--- config.mk ---
export PLATFORM = sky130hd
export DESIGN_NAME = uart_rx
export DESIGN_NICKNAME = d
export VERILOG_FILES = /design/src/rtl/uart_pkg.sv /design/src/rtl/uart_rx_sync.sv /design/src/rtl/uart_rx.sv
export SDC_FILE = /design/constraint.sdc
export NUM_CORES = 1
export LEC_CHECK = 0
export CORE_AREA = 2 2 71 73
export DETAILED_ROUTE_END_ITERATION = 7
export DIE_AREA = 0 0 73 75
export PLACE_DENSITY = 0.7
export SLEW_MARGIN = 20
export SYNTH_ARGS = -nofsm -noshare
export SYNTH_HDL_FRONTEND = slang
export SYNTH_SLANG_ARGS = --single-unit
--- constraint.sdc ---
create_clock -name clk -period 1.8 [get_ports clk]
set_clock_uncertainty 0.2 [all_clocks]
set_input_delay 0.36 -clock clk [delete_from_list [all_inputs] [get_ports clk]]
set_output_delay 0.36 -clock clk [all_outputs]
set_load 0.02 [all_outputs]
--- src/rtl/uart_pkg.sv ---
// Shared UART definitions for uart_tx / uart_rx.
//   rx_state_t      : receiver FSM states
//   cycles_per_bit  : clock cycles per serial bit (integer division)
//   parity_of       : parity bit a transmitter sends for a data word
//                     (data zero-extended to 9 bits; odd selects odd parity)
package uart_pkg;

  typedef enum logic [2:0] {
    RX_IDLE,
    RX_START,
    RX_DATA,
    RX_PARITY,
    RX_STOP,
    RX_WAIT_HIGH
  } rx_state_t;

  function automatic int cycles_per_bit(int clk_freq, int baud_rate);
    return clk_freq / baud_rate;
  endfunction

  function automatic logic parity_of(logic [8:0] data, logic odd);
    return (^data) ^ odd;
  endfunction

endpackage

--- src/rtl/uart_rx_sync.sv ---
// Two-flop synchroniser for asynchronous inputs; idles (resets) high.
//   clk, rst_n : clock, async active-low reset
//   d          : asynchronous input
//   q          : synchronised output (second flop)
module uart_rx_sync #(
  parameter int W = 1
) (
  input  logic         clk,
  input  logic         rst_n,
  input  logic [W-1:0] d,
  output logic [W-1:0] q
);

  logic [W-1:0] meta;

  always_ff @(posedge clk or negedge rst_n) begin
    if (!rst_n) begin
      meta <= '1;
      q    <= '1;
    end else begin
      meta <= d;
      q    <= meta;
    end
  end

endmodule

--- src/rtl/uart_rx.sv ---
// UART receiver: synchronises rx_serial, samples mid-bit, reassembles an
// LSB-first word, checks parity/stop and holds the result in a one-entry
// valid/ready output register.
//   clk, rst_n   : clock, async active-low reset
//   rx_serial    : asynchronous serial line (idle high)
//   rx_data      : received word, stable while rx_valid
//   rx_valid     : output register holds a frame
//   rx_ready     : consumer accepts when rx_valid && rx_ready
//   parity_err   : parity mismatch for the held frame
//   frame_err    : stop bit sampled low for the held frame
//   overrun_err  : one-cycle pulse when a completed frame is dropped
//   busy         : FSM is not idle
module uart_rx
  import uart_pkg::*;
#(
  parameter int CLK_FREQ   = 100_000_000,
  parameter int BAUD_RATE  = 115_200,
  parameter int DATA_BITS  = 8,
  parameter int PARITY_EN  = 1,
  parameter int PARITY_ODD = 0
) (
  input  logic                 clk,
  input  logic                 rst_n,
  input  logic                 rx_serial,
  output logic [DATA_BITS-1:0] rx_data,
  output logic                 rx_valid,
  input  logic                 rx_ready,
  output logic                 parity_err,
  output logic                 frame_err,
  output logic                 overrun_err,
  output logic                 busy
);

  localparam int CPB  = cycles_per_bit(CLK_FREQ, BAUD_RATE);
  localparam int HALF = CPB / 2;
  localparam int CW   = (CPB > 1) ? $clog2(CPB) : 1;
  localparam int IW   = $clog2(DATA_BITS);

  localparam logic [CW-1:0] CNT_LAST = CW'(CPB - 1);
  localparam logic [CW-1:0] CNT_HALF = CW'(HALF - 1);
  localparam logic [IW-1:0] IDX_LAST = IW'(DATA_BITS - 1);
  localparam logic          ODD      = (PARITY_ODD != 0);

  logic                 rx_s;
  rx_state_t            state;
  logic [CW-1:0]        cnt;
  logic [IW-1:0]        idx;
  logic [DATA_BITS-1:0] shreg;
  logic                 par_err_q;
  logic                 frm_err_q;
  logic                 done_q;     // frame finished on the previous edge

  uart_rx_sync #(.W(1)) u_sync (
    .clk   (clk),
    .rst_n (rst_n),
    .d     (rx_serial),
    .q     (rx_s)
  );

  // Receive FSM. Counter free-runs and is cleared on every transition
  // (including the DATA self-loop at each bit boundary).
  always_ff @(posedge clk or negedge rst_n) begin
    if (!rst_n) begin
      state     <= RX_IDLE;
      cnt       <= '0;
      idx       <= '0;
      shreg     <= '0;
      par_err_q <= 1'b0;
      frm_err_q <= 1'b0;
      done_q    <= 1'b0;
      busy      <= 1'b0;
    end else begin
      cnt    <= cnt + CW'(1);
      done_q <= 1'b0;
      case (state)
        RX_IDLE: if (!rx_s) begin
          state <= RX_START;
          cnt   <= '0;
          busy  <= 1'b1;
        end
        RX_START: if (cnt == CNT_HALF) begin
          cnt <= '0;
          if (!rx_s) begin
            state     <= RX_DATA;
            idx       <= '0;
            par_err_q <= 1'b0;
            frm_err_q <= 1'b0;
          end else begin
            // glitch shorter than half a bit
            state <= RX_IDLE;
            busy  <= 1'b0;
          end
        end
        RX_DATA: if (cnt == CNT_LAST) begin
          cnt        <= '0;
          shreg[idx] <= rx_s;
          if (idx == IDX_LAST) state <= (PARITY_EN != 0) ? RX_PARITY : RX_STOP;
          else                 idx   <= idx + IW'(1);
        end
        RX_PARITY: if (cnt == CNT_LAST) begin
          cnt       <= '0;
          par_err_q <= (rx_s != parity_of(9'(shreg), ODD));
          state     <= RX_STOP;
        end
        RX_STOP: if (cnt == CNT_LAST) begin
          cnt       <= '0;
          done_q    <= 1'b1;
          frm_err_q <= !rx_s;
          if (rx_s) begin
            state <= RX_IDLE;
            busy  <= 1'b0;
          end else begin
            state <= RX_WAIT_HIGH;
          end
        end
        RX_WAIT_HIGH: if (rx_s) begin
          // line held low (break) must not be read as more frames
          state <= RX_IDLE;
          cnt   <= '0;
          busy  <= 1'b0;
        end
        default: begin
          state <= RX_IDLE;
          cnt   <= '0;
          busy  <= 1'b0;
        end
      endcase
    end
  end

  // One-entry output register. A new frame may load in the same cycle the
  // held one is accepted; otherwise it is dropped and flagged.
  always_ff @(posedge clk or negedge rst_n) begin
    if (!rst_n) begin
      rx_data     <= '0;
      rx_valid    <= 1'b0;
      parity_err  <= 1'b0;
      frame_err   <= 1'b0;
      overrun_err <= 1'b0;
    end else begin
      overrun_err <= 1'b0;
      if (done_q) begin
        if (!rx_valid || rx_ready) begin
          rx_data    <= shreg;
          parity_err <= par_err_q;
          frame_err  <= frm_err_q;
          rx_valid   <= 1'b1;
        end else begin
          overrun_err <= 1'b1;
        end
      end else if (rx_valid && rx_ready) begin
        rx_valid <= 1'b0;
      end
    end
  end

endmodule

==> key figures <==
Place
  • DP Wirelength: 3.50 mm
  • Inst Count DP: 288
  • Final GP Congestion: 0.839
  • IO buf count: 16

Logic synthesis
  • Mean Syn Cell Area: 12.2 sq um
  • Post-Syn Area: 0.00226 sq mm
  • Top FF cell, synth: dfrtp_1
  • Synth area leaders: dfrtp_1 44%, mux2_2 8.0%, a211oi_2 4.4%
  • Synthesized Nets: 194
  • Number of flops mapped to enable cells by yosys: 0
  • Yosys reg bits: 42
  • Syn. warnings: 0
  • Proportion of netlist area held by the largest area contributor: 44.2%
  • Yosys top cell by area: dfrtp_1
  • Cells after synthesis: 186
  • Sequential share of the synthesized area: 46.5%
  • Fraction of registers with async set/reset: 100%
  • Post-synthesis cell type count: 53

Setup path
  • R2r startpoint: cnt[3]
  • Worst setup startpoint: cnt[3]
  • Crit end category: flop
  • Critical R2R Capture: shreg[5]
  • Largest stage delay on the critical path: 0.38 ns
  • Largest delay share family, worst path: simple AND/OR/NAND/NOR gates
  • Crit start category: flop
  • Buffers plus inverters on the worst setup path: 0
  • CP Data Required Time: 1.78 ns
  • Worst Reg-to-Reg Cells: 4
  • R2r setup slk: -0.08 ns
  • Setup CP Type: flop to flop
  • Critical Path AT: 1.85 ns
  • Crit path cell chain: and4bb_4, nand4_4, nor4_2, mux2_2
  • Slowest-stage cell, CP: dfrtp_1
  • CP Max Fanout: 8

Timing
  • Worst-Margin Slew: 0.350 ns
  • Period utilisation layout: 104%
  • Final Hold Vio Count: 0
  • TNS Setup: -0.872 ns
  • Slew headroom: 76.7%
  • RSZ-0062 raised after global routing: yes
  • Worst Setup Slack, final: -0.0772 ns
  • Max Freq: 0.533 GHz
  • Final hold slack: 0.160 ns
  • Final number of setup-violating endpoints: 25
  • Fin. max-slew vios: 0
  • Min Clock Period, post-route: 1.88 ns

Power
  • Worst ir drop on vdd: 0.000395 V
  • Net Sw Power: 345 uW
  • Clock power share: 37.1%
  • Flop pwr share: 59.9%
  • Switching Fraction: 21.8%
  • Gate power share: 2.9%
  • PwrDens: 515 mW/mm^2
  • LEAKAGE: 1.46 nW
  • Pint: 1.24 mW

Route
  • Avg WL per Cell: 16.3 um
  • WL final: 4.92 mm
  • Vias per cell: 5.66
  • Post-route ant nets: 0
  • DR iter-0 viols: 131
  • Via count: 1,710
  • DRC viols: 0
  • Pre-antenna DRT Iters: 4

Hold path
  • Hold Path Class: flop to flop
  • HP Start: u_sync.meta
  • WHS Endpoint: u_sync.q
  • Hold path depth: 0

Layout
  • Diodes inserted: 0
  • P&R area growth vs syn: 35.9%
  • Share of cells above drive strength 1: 43.1%
  • Layout Cells excl Fill: 302
  • Nets@finish: 255

CTS
  • Worst-Skew Late Latency: 0.29 ns
  • Clk slew on worst S/H paths: 0.07 ns
  • Total CTS buffers: 5
  • TritonCTS clock tree: done
  • Clk root buf: clkbuf_8
  • Clock buffer depth: 2
  • Clk sink count: 42
  • CTS H-Tree Depth: 2

Status
  • Outcome: finished, violations left
  • Failing checks: setup timing

Floorplan
  • Starting Density: 48.6%
  • Ports: 17
  • Die height: 75 um
  • Die X: 73 um
  • Die footprint: 0.00548 sq mm
  • Core Area: 0.00466 sq mm
  • Row count: 25

Global route
  • GR Util All Layers: 19.9%
  • Global route overflow: 0
  • Vias in the first global route: 1,730
  • First-pass GRT wire length: 8.27 mm
  • Largest net degree at the start of global routing: 43
  • Initial antenna violation count: 0

Job
  • Max-Cap Viols: 0
registers in the layout, summed over array words and instances (netlist names), 3 cells and up:
| name | flops |
|---|---|
| cnt | 10 |
| rx_data | 8 |
| shreg | 8 |
| idx | 3 |
| state | 3 |
synthesized netlist by cell type (all sizes together) (4+ instances only):
cell type	count
mux2	18
nand2	9
nor2	5
a211oi	9
xnor2	6
dfrtp	40
mux2i	4
nand4	6
nor4	6
nand3	7
inv	9
xor2	8
buf	6
and3	4
nand2b	5
ha	4
metal layers:
layer	up-vias	routed length, um	global-route usage [%]
met5	-	0	0
met4	0	61	7.00
met3	7	127	4.15
met2	32	2520	32.8
met1	871	2210	26.1
li1	800	-	-
final cells by class:
cell class                      instances  area [sq um]
Fill cell                             350          1580
Multi-Input combinational cell        127          1270
Sequential cell                        42          1050
Timing Repair Buffer                   62           564
Clock buffer                            7          76.3
Tap cell                               54          67.6
Inverter                                9          33.8
Clock inverter                          1          7.51
cells by family (layout without fill, tap and decap cells):
group	count (synthesis)	count (layout)	share of synthesized area (%)
buffers and inverters	17	79	4.20
muxes	22	22	10.7
and+or+nand+nor	59	59	16.9
AOI/OAI and AO/OA	27	27	13.0
adders and majority gates	4	4	2.21
xor gates and xnor gates	15	15	6.41
DFF	42	42	46.5
worst max path at each step:
stage	to	cells after the start
3_3_place_gp	shreg[4]	4
4_1_cts	shreg[5]	4
2_1_floorplan	shreg[2]	4
5_1_grt	shreg[3]	4
3_5_place_dp	shreg[4]	4
6_report	shreg[5]	4
repair_timing:
item | in CTS | in global routing
pin swaps | 5 | 2
setup buffers | 2 | 3
hold buffers | 1 | 0
gates resized for setup | 31 | 9
setup endpoints to repair | 36 | 27
gates cloned | 0 | 0
endpoints found under the hold margin | 40 | 0
metrics by stage:
step	setup slack (ns)	total power [mW]	cell area (sq um)	util [%]
floorplan	-0.0325	0.977	2270	-
finish	-0.0772	1.59	3080	66.0
global route	-0.162	1.66	3080	66.0
CTS	-0.0787	1.61	3020	64.8
detailed placement	-0.174	1.01	2800	60.0
global placement	-0.0607	1.01	2800	60.0
placed cells by master, fill, tap and decap left out, types with 3 or more instances in the layout:
master | netlist | routed
nand2_1 | 9 | 9
xor2_1 | 8 | 8
ha_1 | 4 | 3
a211oi_2 | 8 | 9
buf_12 | 0 | 5
xnor2_1 | 6 | 6
buf_4 | 2 | 38
mux2_2 | 16 | 14
clkbuf_8 | 0 | 5
inv_1 | 9 | 9
nand2b_1 | 5 | 5
nor4_2 | 0 | 4
and3_1 | 4 | 4
nor2_1 | 5 | 5
dlygate4sd2_1 | 0 | 11
nand3_1 | 6 | 5
mux2i_1 | 4 | 4
dfrtp_1 | 40 | 40
nand4_1 | 5 | 5
power by group through the flow:
stage / logic, mW / clock network, mW / registers [mW]
final: 0.0465 / 0.589 / 0.950
after global routing: 0.0526 / 0.654 / 0.950
after CTS: 0.0480 / 0.611 / 0.950
after detailed placement: 0.0451 / 0 / 0.968
after global placement: 0.0434 / 0 / 0.969
after floorplan: 0.0107 / 0 / 0.967
Power figures use the tool's default switching activity.
